## src/rtl/alu_pkg.sv

```systemverilog
// Shared widths, status-register layout and state encodings for the ALU writeback stage.
package alu_pkg;

  localparam int unsigned WIDTH      = 20;
  localparam int unsigned HALF_WIDTH = WIDTH / 2;
  localparam int unsigned NREGS      = 16;
  localparam int unsigned AW         = $clog2(NREGS);

  // Status register bit positions {T,C,S,Z}
  localparam int unsigned SR_Z = 0;
  localparam int unsigned SR_S = 1;
  localparam int unsigned SR_C = 2;
  localparam int unsigned SR_T = 3;

  typedef enum logic [1:0] {
    SR_NONE  = 2'b00,
    SR_FLAGS = 2'b01,
    SR_LSR   = 2'b10,
    SR_XSR   = 2'b11
  } sr_op_e;

  typedef enum logic {
    ST_IDLE    = 1'b0,
    ST_WRITE_B = 1'b1
  } wb_state_e;

endpackage

```

## src/rtl/alu_writeback_reg_file.sv

```systemverilog
// General register file: NREGS x WIDTH, two async read ports, one sync write
// port with a half-word enable (only the low HALF_WIDTH bits written when !full).
module reg_file
  import alu_pkg::*;
(
  input  logic             clk,
  input  logic             rst,
  input  logic             we,
  input  logic             full,
  input  logic [AW-1:0]    wr_addr,
  input  logic [WIDTH-1:0] wr_data,
  input  logic [AW-1:0]    rd_addr0,
  input  logic [AW-1:0]    rd_addr1,
  output logic [WIDTH-1:0] rd_data0,
  output logic [WIDTH-1:0] rd_data1
);

  logic [WIDTH-1:0] mem [NREGS];

  // Storage with async clear; half-word writes leave the upper half intact
  always_ff @(posedge clk or posedge rst) begin
    if (rst) begin
      for (int i = 0; i < int'(NREGS); i++) begin
        mem[i] <= '0;
      end
    end else if (we) begin
      if (full) begin
        mem[wr_addr] <= wr_data;
      end else begin
        mem[wr_addr][HALF_WIDTH-1:0] <= wr_data[HALF_WIDTH-1:0];
      end
    end
  end

  assign rd_data0 = mem[rd_addr0];
  assign rd_data1 = mem[rd_addr1];

endmodule

```

## src/rtl/alu_writeback.sv

```systemverilog
// ALU writeback stage: commits ALU results to the register file, updates the
// status register, and sequences two-destination (swap) ops over two cycles.
// Optional feature macro: WB_FWD_EN (write-to-read forwarding on both read ports).
module alu_writeback
  import alu_pkg::*;
(
  input  logic             clk,
  input  logic             rst,
  input  logic             in_valid,
  output logic             in_ready,
  input  logic             in_mode,
  input  logic             in_wr_a,
  input  logic [AW-1:0]    in_dst_a,
  input  logic [WIDTH-1:0] in_res_a,
  input  logic             in_wr_b,
  input  logic [AW-1:0]    in_dst_b,
  input  logic [WIDTH-1:0] in_res_b,
  input  logic [1:0]       in_sr_op,
  input  logic [2:0]       in_flag_we,
  input  logic             in_zero,
  input  logic             in_sign,
  input  logic             in_carry,
  input  logic [AW-1:0]    rd_addr0,
  input  logic [AW-1:0]    rd_addr1,
  output logic [WIDTH-1:0] rd_data0,
  output logic [WIDTH-1:0] rd_data1,
  output logic [3:0]       sr,
  output logic             wb_done
);

  wb_state_e        state;
  logic [AW-1:0]    b_dst;
  logic [WIDTH-1:0] b_res;
  logic             b_mode;

  logic             accept;
  logic             wr_en;
  logic             wr_full;
  logic [AW-1:0]    wr_addr;
  logic [WIDTH-1:0] wr_data;
  logic [3:0]       sr_nxt;
  logic [WIDTH-1:0] rf_data0;
  logic [WIDTH-1:0] rf_data1;

  // in_ready is only ever high in IDLE, so accept implies IDLE
  assign accept = in_valid && in_ready;

  // Single write port: captured B write in WRITE_B, otherwise A on accept
  always_comb begin
    wr_en   = 1'b0;
    wr_full = in_mode;
    wr_addr = in_dst_a;
    wr_data = in_res_a;
    if (state == ST_WRITE_B) begin
      wr_en   = 1'b1;
      wr_full = b_mode;
      wr_addr = b_dst;
      wr_data = b_res;
    end else if (accept && in_wr_a) begin
      wr_en = 1'b1;
    end
  end

  // Next status register value for the incoming transaction
  always_comb begin
    sr_nxt = sr;
    case (sr_op_e'(in_sr_op))
      SR_FLAGS: begin
        if (in_flag_we[0]) sr_nxt[SR_Z] = in_zero;
        if (in_flag_we[1]) sr_nxt[SR_S] = in_sign;
        if (in_flag_we[2]) sr_nxt[SR_C] = in_carry;
        sr_nxt[SR_T] = sr[SR_T];
      end
      SR_LSR:  sr_nxt = in_res_a[3:0];
      SR_XSR:  sr_nxt = sr ^ in_res_a[3:0];
      default: sr_nxt = sr;
    endcase
  end

  // Control FSM with registered handshake, done pulse, SR and B capture
  always_ff @(posedge clk or posedge rst) begin
    if (rst) begin
      state    <= ST_IDLE;
      in_ready <= 1'b0;
      wb_done  <= 1'b0;
      sr       <= 4'b0;
      b_dst    <= '0;
      b_res    <= '0;
      b_mode   <= 1'b0;
    end else begin
      wb_done <= 1'b0;
      case (state)
        ST_IDLE: begin
          in_ready <= 1'b1;
          if (accept) begin
            sr     <= sr_nxt;
            b_dst  <= in_dst_b;
            b_res  <= in_res_b;
            b_mode <= in_mode;
            if (in_wr_b) begin
              state    <= ST_WRITE_B;
              in_ready <= 1'b0;
            end else begin
              wb_done <= 1'b1;
            end
          end
        end
        ST_WRITE_B: begin
          state    <= ST_IDLE;
          in_ready <= 1'b1;
          wb_done  <= 1'b1;
        end
        default: begin
          state    <= ST_IDLE;
          in_ready <= 1'b1;
        end
      endcase
    end
  end

  reg_file u_reg_file (
    .clk      (clk),
    .rst      (rst),
    .we       (wr_en),
    .full     (wr_full),
    .wr_addr  (wr_addr),
    .wr_data  (wr_data),
    .rd_addr0 (rd_addr0),
    .rd_addr1 (rd_addr1),
    .rd_data0 (rf_data0),
    .rd_data1 (rf_data1)
  );

`ifdef WB_FWD_EN
  // Forward the in-flight write, merged with the stored upper half in half-word mode
  always_comb begin
    rd_data0 = rf_data0;
    rd_data1 = rf_data1;
    if (wr_en && (wr_addr == rd_addr0)) begin
      rd_data0 = wr_full ? wr_data : {rf_data0[WIDTH-1:HALF_WIDTH], wr_data[HALF_WIDTH-1:0]};
    end
    if (wr_en && (wr_addr == rd_addr1)) begin
      rd_data1 = wr_full ? wr_data : {rf_data1[WIDTH-1:HALF_WIDTH], wr_data[HALF_WIDTH-1:0]};
    end
  end
`else
  assign rd_data0 = rf_data0;
  assign rd_data1 = rf_data1;
`endif

endmodule

```

## config.mk

```make
export PLATFORM = sky130hd
export DESIGN_NAME = alu_writeback
export DESIGN_NICKNAME = d
export VERILOG_FILES = /design/src/rtl/alu_pkg.sv /design/src/rtl/alu_writeback_reg_file.sv /design/src/rtl/alu_writeback.sv
export SDC_FILE = /design/constraint.sdc
export NUM_CORES = 1
export LEC_CHECK = 0
export ABC_AREA = 1
export CAP_MARGIN = 20
export CORE_ASPECT_RATIO = 1.1
export CORE_MARGIN = 2
export CORE_UTILIZATION = 36
export DETAILED_ROUTE_END_ITERATION = 10
export DONT_BUFFER_PORTS = 1
export HOLD_SLACK_MARGIN = 0.1
export PLACE_DENSITY = 0.57
export SYNTH_ARGS = -nofsm -noshare
export SYNTH_HDL_FRONTEND = slang
export SYNTH_SLANG_ARGS = --single-unit
```

## constraint.sdc

```tcl
create_clock -name clk -period 13.76 [get_ports clk]
set_clock_uncertainty 0.1 [all_clocks]
set_input_delay 2.064 -clock clk [delete_from_list [all_inputs] [get_ports clk]]
set_output_delay 2.064 -clock clk [all_outputs]
set_load 0.005 [all_outputs]
```

==> results of run 1 <==
stage by stage:
step | cells | setup WS (ns)
floorplan | 3155 | 1.832
global placement | 3697 | 7.486
detailed placement | 3697 | 7.479
CTS | 3775 | 7.473
global route | 3775 | 7.236
finish | 3775 | 7.211
worst reg2reg max path: stages, from the launching register on:
cell and delay [ns]:
dfrtp_1 0.36, buf_4 0.38, nand2_1 0.10, nand2_1 0.11
nand2_1 0.09, nor2_4 0.07, buf_4 0.56, nand2_1 0.84
o21ai_0 0.43
routing by layer:
| layer | GRT usage [%] | up-vias | part of all wire (%) | wire, um |
|---|---|---|---|---|
| met1 | 32.86 | 9479 | 45 | 32720 |
| met3 | 3.749 | 129 | 7.1 | 5190 |
| li1 | - | 9776 | - | - |
| met2 | 38.49 | 755 | 45 | 33150 |
| met5 | 0 | - | 0 | 0 |
| met4 | 7.749 | 0 | 2.9 | 2094 |
worst max path at each step:
stage               depth (start not counted)   startpoint      endpoint
finish                                      7  rd_addr1[0]   rd_data1[6]
detailed placement                          7  rd_addr0[0]  rd_data0[18]
floorplan                                   1          rst     async pin
global placement                            7  rd_addr0[0]  rd_data0[18]
global route                                7  rd_addr1[0]   rd_data1[4]
CTS                                         7  rd_addr0[0]  rd_data0[18]
synth_stat cells (all sizes together):
cell type  count  area share, %
buf          147            3.8
o21ai        168            4.0
nor2          37           0.82
mux2i         10           0.47
clkinv         2          0.035
xnor2          1          0.041
o211ai        40            1.4
clkbuf       103            1.9
dfrtp        352             41
or2            1          0.029
a21oi          3          0.071
xor2           3           0.12
nand4        160            4.7
nand2       1278             23
inv          320            5.7
nand3        529             13
o21a           1          0.035
final cells by class:
type / count / area share [%]
multi-input cells: 2231 / 44.14
flip-flops and latches: 352 / 38.67
clock buffers: 57 / 5.581
inverters: 322 / 5.372
well taps: 760 / 4.175
repair buffers: 32 / 1.110
clock inverters: 21 / 0.9503
power by group through the flow:
| stage | clock [mW] | sequential, mW | combinational (mW) |
|---|---|---|---|
| after floorplan | 0 | 1.49 | 0.783 |
| after global placement | 0 | 1.53 | 0.955 |
| after detailed placement | 0 | 1.54 | 0.961 |
| after CTS | 1.23 | 1.52 | 0.965 |
| after global routing | 1.26 | 1.57 | 1.12 |
| final | 1.20 | 1.53 | 0.963 |
layout by cell type, fill, tap and decap left out, types with 13 or more instances in the layout:
master | synthesis | routed
o211ai_1 | 40 | 40
nand2_1 | 1274 | 1274
nand4_1 | 160 | 160
buf_4 | 19 | 31
nand3_1 | 513 | 513
inv_1 | 315 | 311
nor2_1 | 29 | 28
clkbuf_16 | 0 | 45
o21ai_1 | 111 | 111
dfrtp_1 | 352 | 352
clkinv_2 | 0 | 13
o21ai_0 | 56 | 56
nand3_2 | 16 | 16
logic make-up after synthesis:
group	count (synthesis)
mux	10
simple gates	2005
buf+inv	572
compound gates	212
xor+xnor	4
flops	352
==> results.py, run 1 <==
metrics = {
    "status": {
        "status": "finished clean",
    },
    "clocking": {
        "clk_latency_ns": 0.58,
        "cts_setup_buffers": 0,
        "hold_buffers": 0,
        "h-tree-depth": 2,
        "cts_buffers": 43,
        "cts-root-buf": "clkbuf_16",
        "tritoncts": "built",
        "clk_pin_slew_ns": 0.06,
        "numClockSinks": 352,
        "clockBufferDepth": 3,
        "cts_resized": 0,
    },
    "synthesis": {
        "avgSynthCellArea_um2": 6.735,
        "muxShareOfSynthArea_pct": 0.4711,
        "synth_compound_area_share_pct": 5.494,
        "synthSimpleGateAreaFrac_pct": 41.04,
        "synthCells": 3155,
        "synth-xor-area-share_pct": 0.1649,
        "ys_seq_elements": 352,
        "seq_area_frac_synth_pct": 41.46,
        "synth_fa_ha_area_share_pct": 0,
        "synth_area_um2": 21250,
        "ys_types": 30,
        "ys_warn_count": 0,
        "synth_top_family_by_area": "simple AND/OR/NAND/NOR gates",
        "synth_nets": 3225,
    },
    "timing": {
        "rsz0062_at_grt": "no",
        "slew_viol_final": 0,
        "tightest_slew_ns": 1.096,
        "whs_ns": 0.3670,
        "min_period_ns": 6.549,
        "max_slew_margin_pct": 26.88,
        "hold_viol": 0,
        "clock.fmax_mhz": 152.7,
        "setup_viol": 0,
        "period_share_pct": 47.59,
        "fin_tns_setup_ns": 0,
    },
    "min_path": {
        "hold_path_class": "reg -> reg",
        "whs_path_depth": 2,
        "hp-start": "u_reg_file.mem[99]$_DFFE_PP0P_",
        "holdPathEnd": "u_reg_file.mem[99]$_DFFE_PP0P_",
    },
    "drt": {
        "vias": 20139,
        "antenna_left": 0,
        "drc": 0,
        "via_per_inst": 5.335,
        "wl_per_cell_um": 19.38,
        "drt_iter0_markers": 2094,
        "drtPass1Iterations": 6,
        "routed_wl_um": 73150,
    },
    "pwr": {
        "vdd_drop_max_mv": 0.09649,
        "p_sw_mw": 1.310,
        "sequentialPowerShare_pct": 41.3,
        "p_per_area_nw_per_um2": 162.2,
        "power_frac_comb_pct": 26.1,
        "power.internal_mw": 2.384,
        "pwr-share-clk_pct": 32.6,
        "design_power_total_mw": 3.694,
        "power_leakage_nw": 11.85,
        "swShare_pct": 35.46,
    },
    "critical_path": {
        "arrival_ns": 4.39,
        "r2r_slack_ns": 10.64,
        "path_class": "in -> out",
        "crit_fanout": 186,
        "cp-end-kind": "output pin",
        "cpLargestDelayFamily": "buffers and inverters",
        "path_buf_inv": 2,
        "crit_top_cell": "nand3_1",
        "worstRegToRegCells": 8,
        "path_cells": "inv_4 > buf_4 > nand2_1 > nand3_1 > nand3_1 > nand3_1 > nand2_1",
        "cp-start-kind": "input pin",
        "r2r_start": "state$_DFF_PP0_",
        "crit_slowest_cell": "buf_4",
        "cp_data_required_time_ns": 11.60,
        "critPathMaxStageDelay_ns": 0.83,
    },
    "floorplan": {
        "die-width_um": 235.6,
        "dieArea_um2": 60980,
        "initial_core_util_pct": 36.37,
        "coreArea_um2": 58410,
        "die_h_um": 258.8,
        "boundaryPins": 116,
        "rows": 93,
    },
    "global_routing": {
        "grt_pass1_wl_um": 115400,
        "antenna_found_initial": 0,
        "grt_overflow": 0,
        "grt_max_degree": 190,
        "grt_pass1_vias": 19307,
        "grtUsageTotal_pct": 23.88,
    },
    "run": {
        "maxCapViolations": 0,
    },
    "placement": {
        "finalWeightedCongestion": 0.8121,
        "io_buffer_count": 0,
        "placedInstanceArea_um2": 21290,
        "hpwl_um": 42360,
    },
    "cells_and_area": {
        "multi_input_area_um2": 10050,
        "num-fill-cells": 6263,
        "antenna_cells": 0,
        "final_nets": 3052,
        "syn_to_final_growth_pct": 7.196,
        "final_util_pct": 38.99,
        "finalInstanceArea_um2": 22780,
        "register_area_um2": 8808,
        "layout-drive-gt1-share_pct": 4.975,
    },
}
No activity file was read; power rests on OpenSTA's default activity.
==> run 2, diff against run 1 <==
PLACE_DENSITY = 0.59   (was 0.57)
clock period = 5.4 ns   (was 13.76 ns; I/O delays follow)
==> run 2 against run 1 <==
Effect of this change: count of clock-buffer cells in the layout grew 6; flip-flop and latch count unchanged; combinational power rose to 2.5 times the previous value; total power increased by 150%; hold slack worse by 0.14 ns; critical endpoint is now rd_data1[19].
==> results.py, run 2 (synthesis results as in run 1) <==
metrics = {
    "cells_and_area": {
        "syn_to_final_growth_pct": 6.560,
        "final_nets": 3057,
        "finalInstanceArea_um2": 22640,
        "final_util_pct": 38.76,
        "antenna_cells": 0,
        "mostFrequentLayoutCells": "1274 x nand2_1, 513 x nand3_1, 352 x dfrtp_1",
        "layout-drive-gt1-share_pct": 4.416,
        "final_common_cell": "nand2_1",
    },
    "status": {
        "status": "finished clean",
    },
    "timing": {
        "slew_viol_final": 0,
        "rsz0062_at_grt": "no",
        "max_slew_margin_pct": 28.74,
        "fin_tns_setup_ns": 0,
        "period_share_pct": 65.91,
        "tightest_slew_ns": 1.066,
        "setup_viol": 0,
        "hold_viol": 0,
        "clock.fmax_mhz": 280.9,
        "min_period_ns": 3.559,
    },
    "pwr": {
        "vdd_drop_max_mv": 0.2636,
        "p_per_area_nw_per_um2": 400.4,
        "power_leakage_nw": 11.76,
        "design_power_total_mw": 9.066,
    },
    "critical_path": {
        "critPathCapture": "rd_data1[19]",
        "cp_data_required_time_ns": 4.49,
        "r2r_slack_ns": 2.06,
        "arrival_ns": 2.65,
        "path_class": "in -> out",
        "cp-end-kind": "output pin",
        "worstRegToRegCells": 7,
        "crit_fanout": 76,
        "r2r_start": "state$_DFF_PP0_",
        "critPathLaunch": "rd_addr1[1]",
        "cp-start-kind": "input pin",
    },
    "drt": {
        "antenna_left": 0,
        "drtPass1Iterations": 8,
        "via_per_inst": 5.428,
        "routed_wl_um": 74320,
        "drc": 0,
        "wl_per_cell_um": 19.70,
        "vias": 20473,
        "drt_iter0_markers": 2517,
    },
    "floorplan": {
        "dieArea_um2": 60980,
        "rows": 93,
        "coreArea_um2": 58410,
        "initial_core_util_pct": 36.37,
        "boundaryPins": 116,
        "die_h_um": 258.8,
        "die-width_um": 235.6,
    },
    "global_routing": {
        "grt_pass1_vias": 18856,
        "grt_pass1_wl_um": 115100,
        "grt_max_degree": 190,
        "antenna_found_initial": 0,
        "grt_overflow": 0,
        "grtUsageTotal_pct": 23.98,
    },
    "placement": {
        "io_buffer_count": 0,
        "hpwl_um": 42590,
        "placedInstanceArea_um2": 21360,
        "finalWeightedCongestion": 0.8194,
    },
    "clocking": {
        "tritoncts": "built",
        "cts_buffers": 42,
        "cts_setup_buffers": 0,
        "numClockSinks": 352,
        "clk_latency_ns": 0.58,
        "cts_resized": 0,
        "hold_buffers": 1,
        "clk_pin_slew_ns": 0.06,
        "cts-root-buf": "clkbuf_16",
        "h-tree-depth": 2,
        "clockBufferDepth": 3,
    },
    "min_path": {
        "hold_path_class": "in -> reg",
    },
    "run": {
        "maxCapViolations": 0,
    },
}
## run 2: cell types whose count changed in the layout (fill, tap and decap cells not counted), moves of 2 or more
cell        delta
inv_8          -2
clkbuf_16      -3
clkinv_2       -9
clkinv_8       +2
buf_12         +3
buf_4          +2
clkinvlp_4     -2
bufinv_16      -3
clkbuf_8       -4
clkbuf_1      +13
inv_6          -2
## run 2: how the worst min path moves through the flow
stage,start,endpoint,slack (ns),cells after the start
floorplan,b_res[0]$_DFFE_PP0P_,b_res[0]$_DFFE_PP0P_,0.34,2
global placement,u_reg_file.mem[53]$_DFFE_PP0P_,u_reg_file.mem[53]$_DFFE_PP0P_,0.35,2
detailed placement,u_reg_file.mem[273]$_DFFE_PP0P_,u_reg_file.mem[273]$_DFFE_PP0P_,0.36,2
CTS,in_wr_b,wb_done$_DFF_PP0_,0.20,1
global route,in_wr_b,in_ready$_DFF_PP0_,0.23,1
finish,in_wr_b,in_ready$_DFF_PP0_,0.23,1
## run 2: area by class of cell
class,count,area (um2)
fill,6255,35770
multi-input combinational,2231,10050
sequential,352,8808
inverter,322,1220
clock buffer,63,1190
tap,760,950.9
timing repair buffer,38,337.8
clock inverter,6,81.33
## run 2: where the power goes
part	leakage, nW	switching [mW]	internal [mW]
clock	0.616	1.20	1.52
combinational	6.70	1.61	0.836
sequential	4.45	0.463	3.44
total	11.8	3.27	5.80
## run 2: routing by layer
| metal | vias to the layer above | track usage, % | routed length [um] |
|---|---|---|---|
| li1 | 9769 | - | - |
| met1 | 9752 | 33.99 | 33200 |
| met2 | 844 | 38.13 | 33250 |
| met3 | 108 | 3.739 | 6150 |
| met4 | 0 | 6.423 | 1724 |
| met5 | - | 0 | 0 |
## run 2: critical path, stage by stage
cell,delay [ns]
clkinv_2,0.61
buf_4,0.54
nand3_1,0.15
nand3_1,0.09
nand3_1,0.21
nand2_1,0.16
## run 2: metrics by stage
stage	setup slack, ns	hold WS (ns)	cells
2_1_floorplan	-0.2244	0.3416	3155
3_5_place_dp	1.970	0.3580	3702
4_1_cts	1.969	0.2009	3772
5_1_grt	1.732	0.2257	3772
6_report	1.841	0.2312	3772
3_3_place_gp	1.964	0.3531	3702
==> run 3, diff against run 2 <==
PLACE_DENSITY = 0.57   (was 0.59)
clock period = 3.37 ns   (was 5.4 ns; I/O delays follow)
==> run 3 against run 2 <==
Effect of this change: via count grew 2.2%; global-route usage up 1.2 points; die area unchanged; count of clock-buffer cells in the layout is the same; final area increased by 3.6%; non-clock buffer count grew 70; critical path depth is 5 higher; critical path type is now reg -> reg; register-to-register slack lost 1.8 ns.
==> results.py, run 3 (synthesis results as in run 1) <==
metrics = {
    "critical_path": {
        "cp-end-kind": "flop",
        "r2r_end": "sr[0]$_DFFE_PP0P_",
        "path_cells": "buf_4 > nor2_2 > inv_1 > buf_4 > nor2_1 > nand2_1 > nand2_1 > nand2_1 > dlygate4sd3_1 > nand2_1 > dlygate4sd3_1",
        "path_class": "reg -> reg",
        "arrival_ns": 3.50,
        "crit_fanout": 31,
        "worstRegToRegCells": 11,
        "r2r_start": "state$_DFF_PP0_",
        "crit_slowest_cell": "dlygate4sd3_1",
        "critPathMaxStageDelay_ns": 0.58,
        "cp_data_required_time_ns": 3.74,
        "cp-start-kind": "flop",
        "r2r_slack_ns": 0.23,
        "crit_top_cell": "nand2_1",
    },
    "clocking": {
        "clockBufferDepth": 3,
        "cts_setup_buffers": 0,
        "tritoncts": "built",
        "cts_buffers": 42,
        "clk_pin_slew_ns": 0.06,
        "numClockSinks": 352,
        "h-tree-depth": 2,
        "clk_latency_ns": 0.59,
        "cts-root-buf": "clkbuf_16",
    },
    "timing": {
        "slew_viol_final": 0,
        "setup_viol": 0,
        "finalWorstSetupSlack_ns": 0.2340,
        "period_share_pct": 93.05,
        "min_period_ns": 3.136,
        "max_slew_margin_pct": 24.72,
        "fin_tns_setup_ns": 0,
        "hold_viol": 0,
        "tightest_slew_ns": 1.126,
        "clock.fmax_mhz": 318.9,
        "rsz0062_at_grt": "no",
    },
    "pwr": {
        "power.internal_mw": 9.619,
        "swShare_pct": 35.89,
        "pwr-share-clk_pct": 31.3,
        "sequentialPowerShare_pct": 41.7,
        "design_power_total_mw": 15.00,
        "vdd_drop_max_mv": 0.3242,
        "p_per_area_nw_per_um2": 639.8,
        "power_frac_comb_pct": 27.0,
        "power_leakage_nw": 12.16,
        "p_sw_mw": 5.385,
    },
    "floorplan": {
        "boundaryPins": 116,
        "rows": 93,
        "die-width_um": 235.6,
        "initial_core_util_pct": 36.37,
        "dieArea_um2": 60980,
        "die_h_um": 258.8,
        "coreArea_um2": 58410,
    },
    "status": {
        "status": "finished clean",
    },
    "global_routing": {
        "antenna_found_initial": 2,
        "grt_pass1_wl_um": 120500,
        "grtUsageTotal_pct": 25.16,
        "grt_max_degree": 190,
        "grt_overflow": 0,
        "grt_pass1_vias": 20024,
    },
    "cells_and_area": {
        "mostFrequentLayoutCells": "1274 x nand2_1, 513 x nand3_1, 352 x dfrtp_1",
        "final_common_cell": "nand2_1",
        "final_nets": 3127,
        "syn_to_final_growth_pct": 10.36,
        "layout-drive-gt1-share_pct": 5.662,
    },
    "placement": {
        "place_ws_ns": 0.7940,
        "finalWeightedCongestion": 0.8310,
        "io_buffer_count": 0,
        "hpwl_um": 45940,
    },
    "min_path": {
        "hold_path_class": "in -> reg",
        "holdPathEnd": "sr[3]$_DFFE_PP0P_",
        "whs_path_depth": 3,
        "hp-start": "in_sr_op[1]",
    },
    "run": {
        "maxCapViolations": 0,
    },
    "drt": {
        "antenna_left": 0,
        "vias": 20918,
        "via_per_inst": 5.430,
        "drtPass1Iterations": 6,
        "wl_per_cell_um": 20.04,
        "routed_wl_um": 77210,
        "drc": 0,
        "drt_iter0_markers": 2182,
    },
}
[run 3: worst max path at each step]
stage	from	to	slack [ns]	cells after the start
2_1_floorplan	rst	async pin	-1.95	1
3_3_place_gp	state$_DFF_PP0_	flop	0.80	7
3_5_place_dp	state$_DFF_PP0_	flop	0.79	7
4_1_cts	state$_DFF_PP0_	sr[0]$_DFFE_PP0P_	0.30	11
5_1_grt	state$_DFF_PP0_	sr[0]$_DFFE_PP0P_	0.006	11
6_report	state$_DFF_PP0_	sr[0]$_DFFE_PP0P_	0.23	11
[run 3: power groups by stage]
stage	Combinational, mW	Sequential [mW]	Clock [mW]
after floorplan	3.20	6.10	0
after global placement	3.92	6.27	0
after detailed placement	3.98	6.29	0
after CTS	4.05	6.23	4.79
after global routing	4.71	6.40	4.96
final	4.06	6.25	4.70
[run 3: area by class of cell]
cell class / count / area (um2)
clock buffers: 63 / 1190
flip-flops and latches: 352 / 8808
multi-input cells: 2231 / 10050
well taps: 760 / 950.9
diodes: 1 / 2.502
fillers: 6245 / 34960
clock inverters: 15 / 193.9
repair buffers: 108 / 1031
inverters: 322 / 1220
[run 3: worst max-delay path, delay by kind of cell, from the launching register on]
family | cells | cell delay [ns]
buffers and inverters | 5 | 2.11
flip-flops | 1 | 0.35
AND/OR/NAND/NOR | 6 | 0.47
[run 3: through the flow]
stage | hold slack (ns) | std cells | instance area, um2 | util (%)
5_1_grt | 0.1988 | 3852 | 23450 | 40.14
6_report | 0.1760 | 3852 | 23450 | 40.14
4_1_cts | 0.1458 | 3851 | 23450 | 40.14
2_1_floorplan | 0.3416 | 3155 | 21250 | -
3_5_place_dp | 0.2951 | 3735 | 21680 | 37.12
3_3_place_gp | 0.3033 | 3735 | 21680 | 37.12
[run 3: timing repair]
item                      CTS  global route
hold buffers               38             0
hold endpoints to repair   49             0
resized for setup           0             0
[run 3: per-layer routing]
metal  GRT usage, %  routed length (um)  part of all wire, %  up-vias
met2          39.84               34740                   45      868
li1               -                   -                    -     9931
met3          4.974                6497                  8.4      142
met4          7.944                2183                  2.8        2
met5              0                  13                0.017        -
met1          34.67               33770                   44     9975
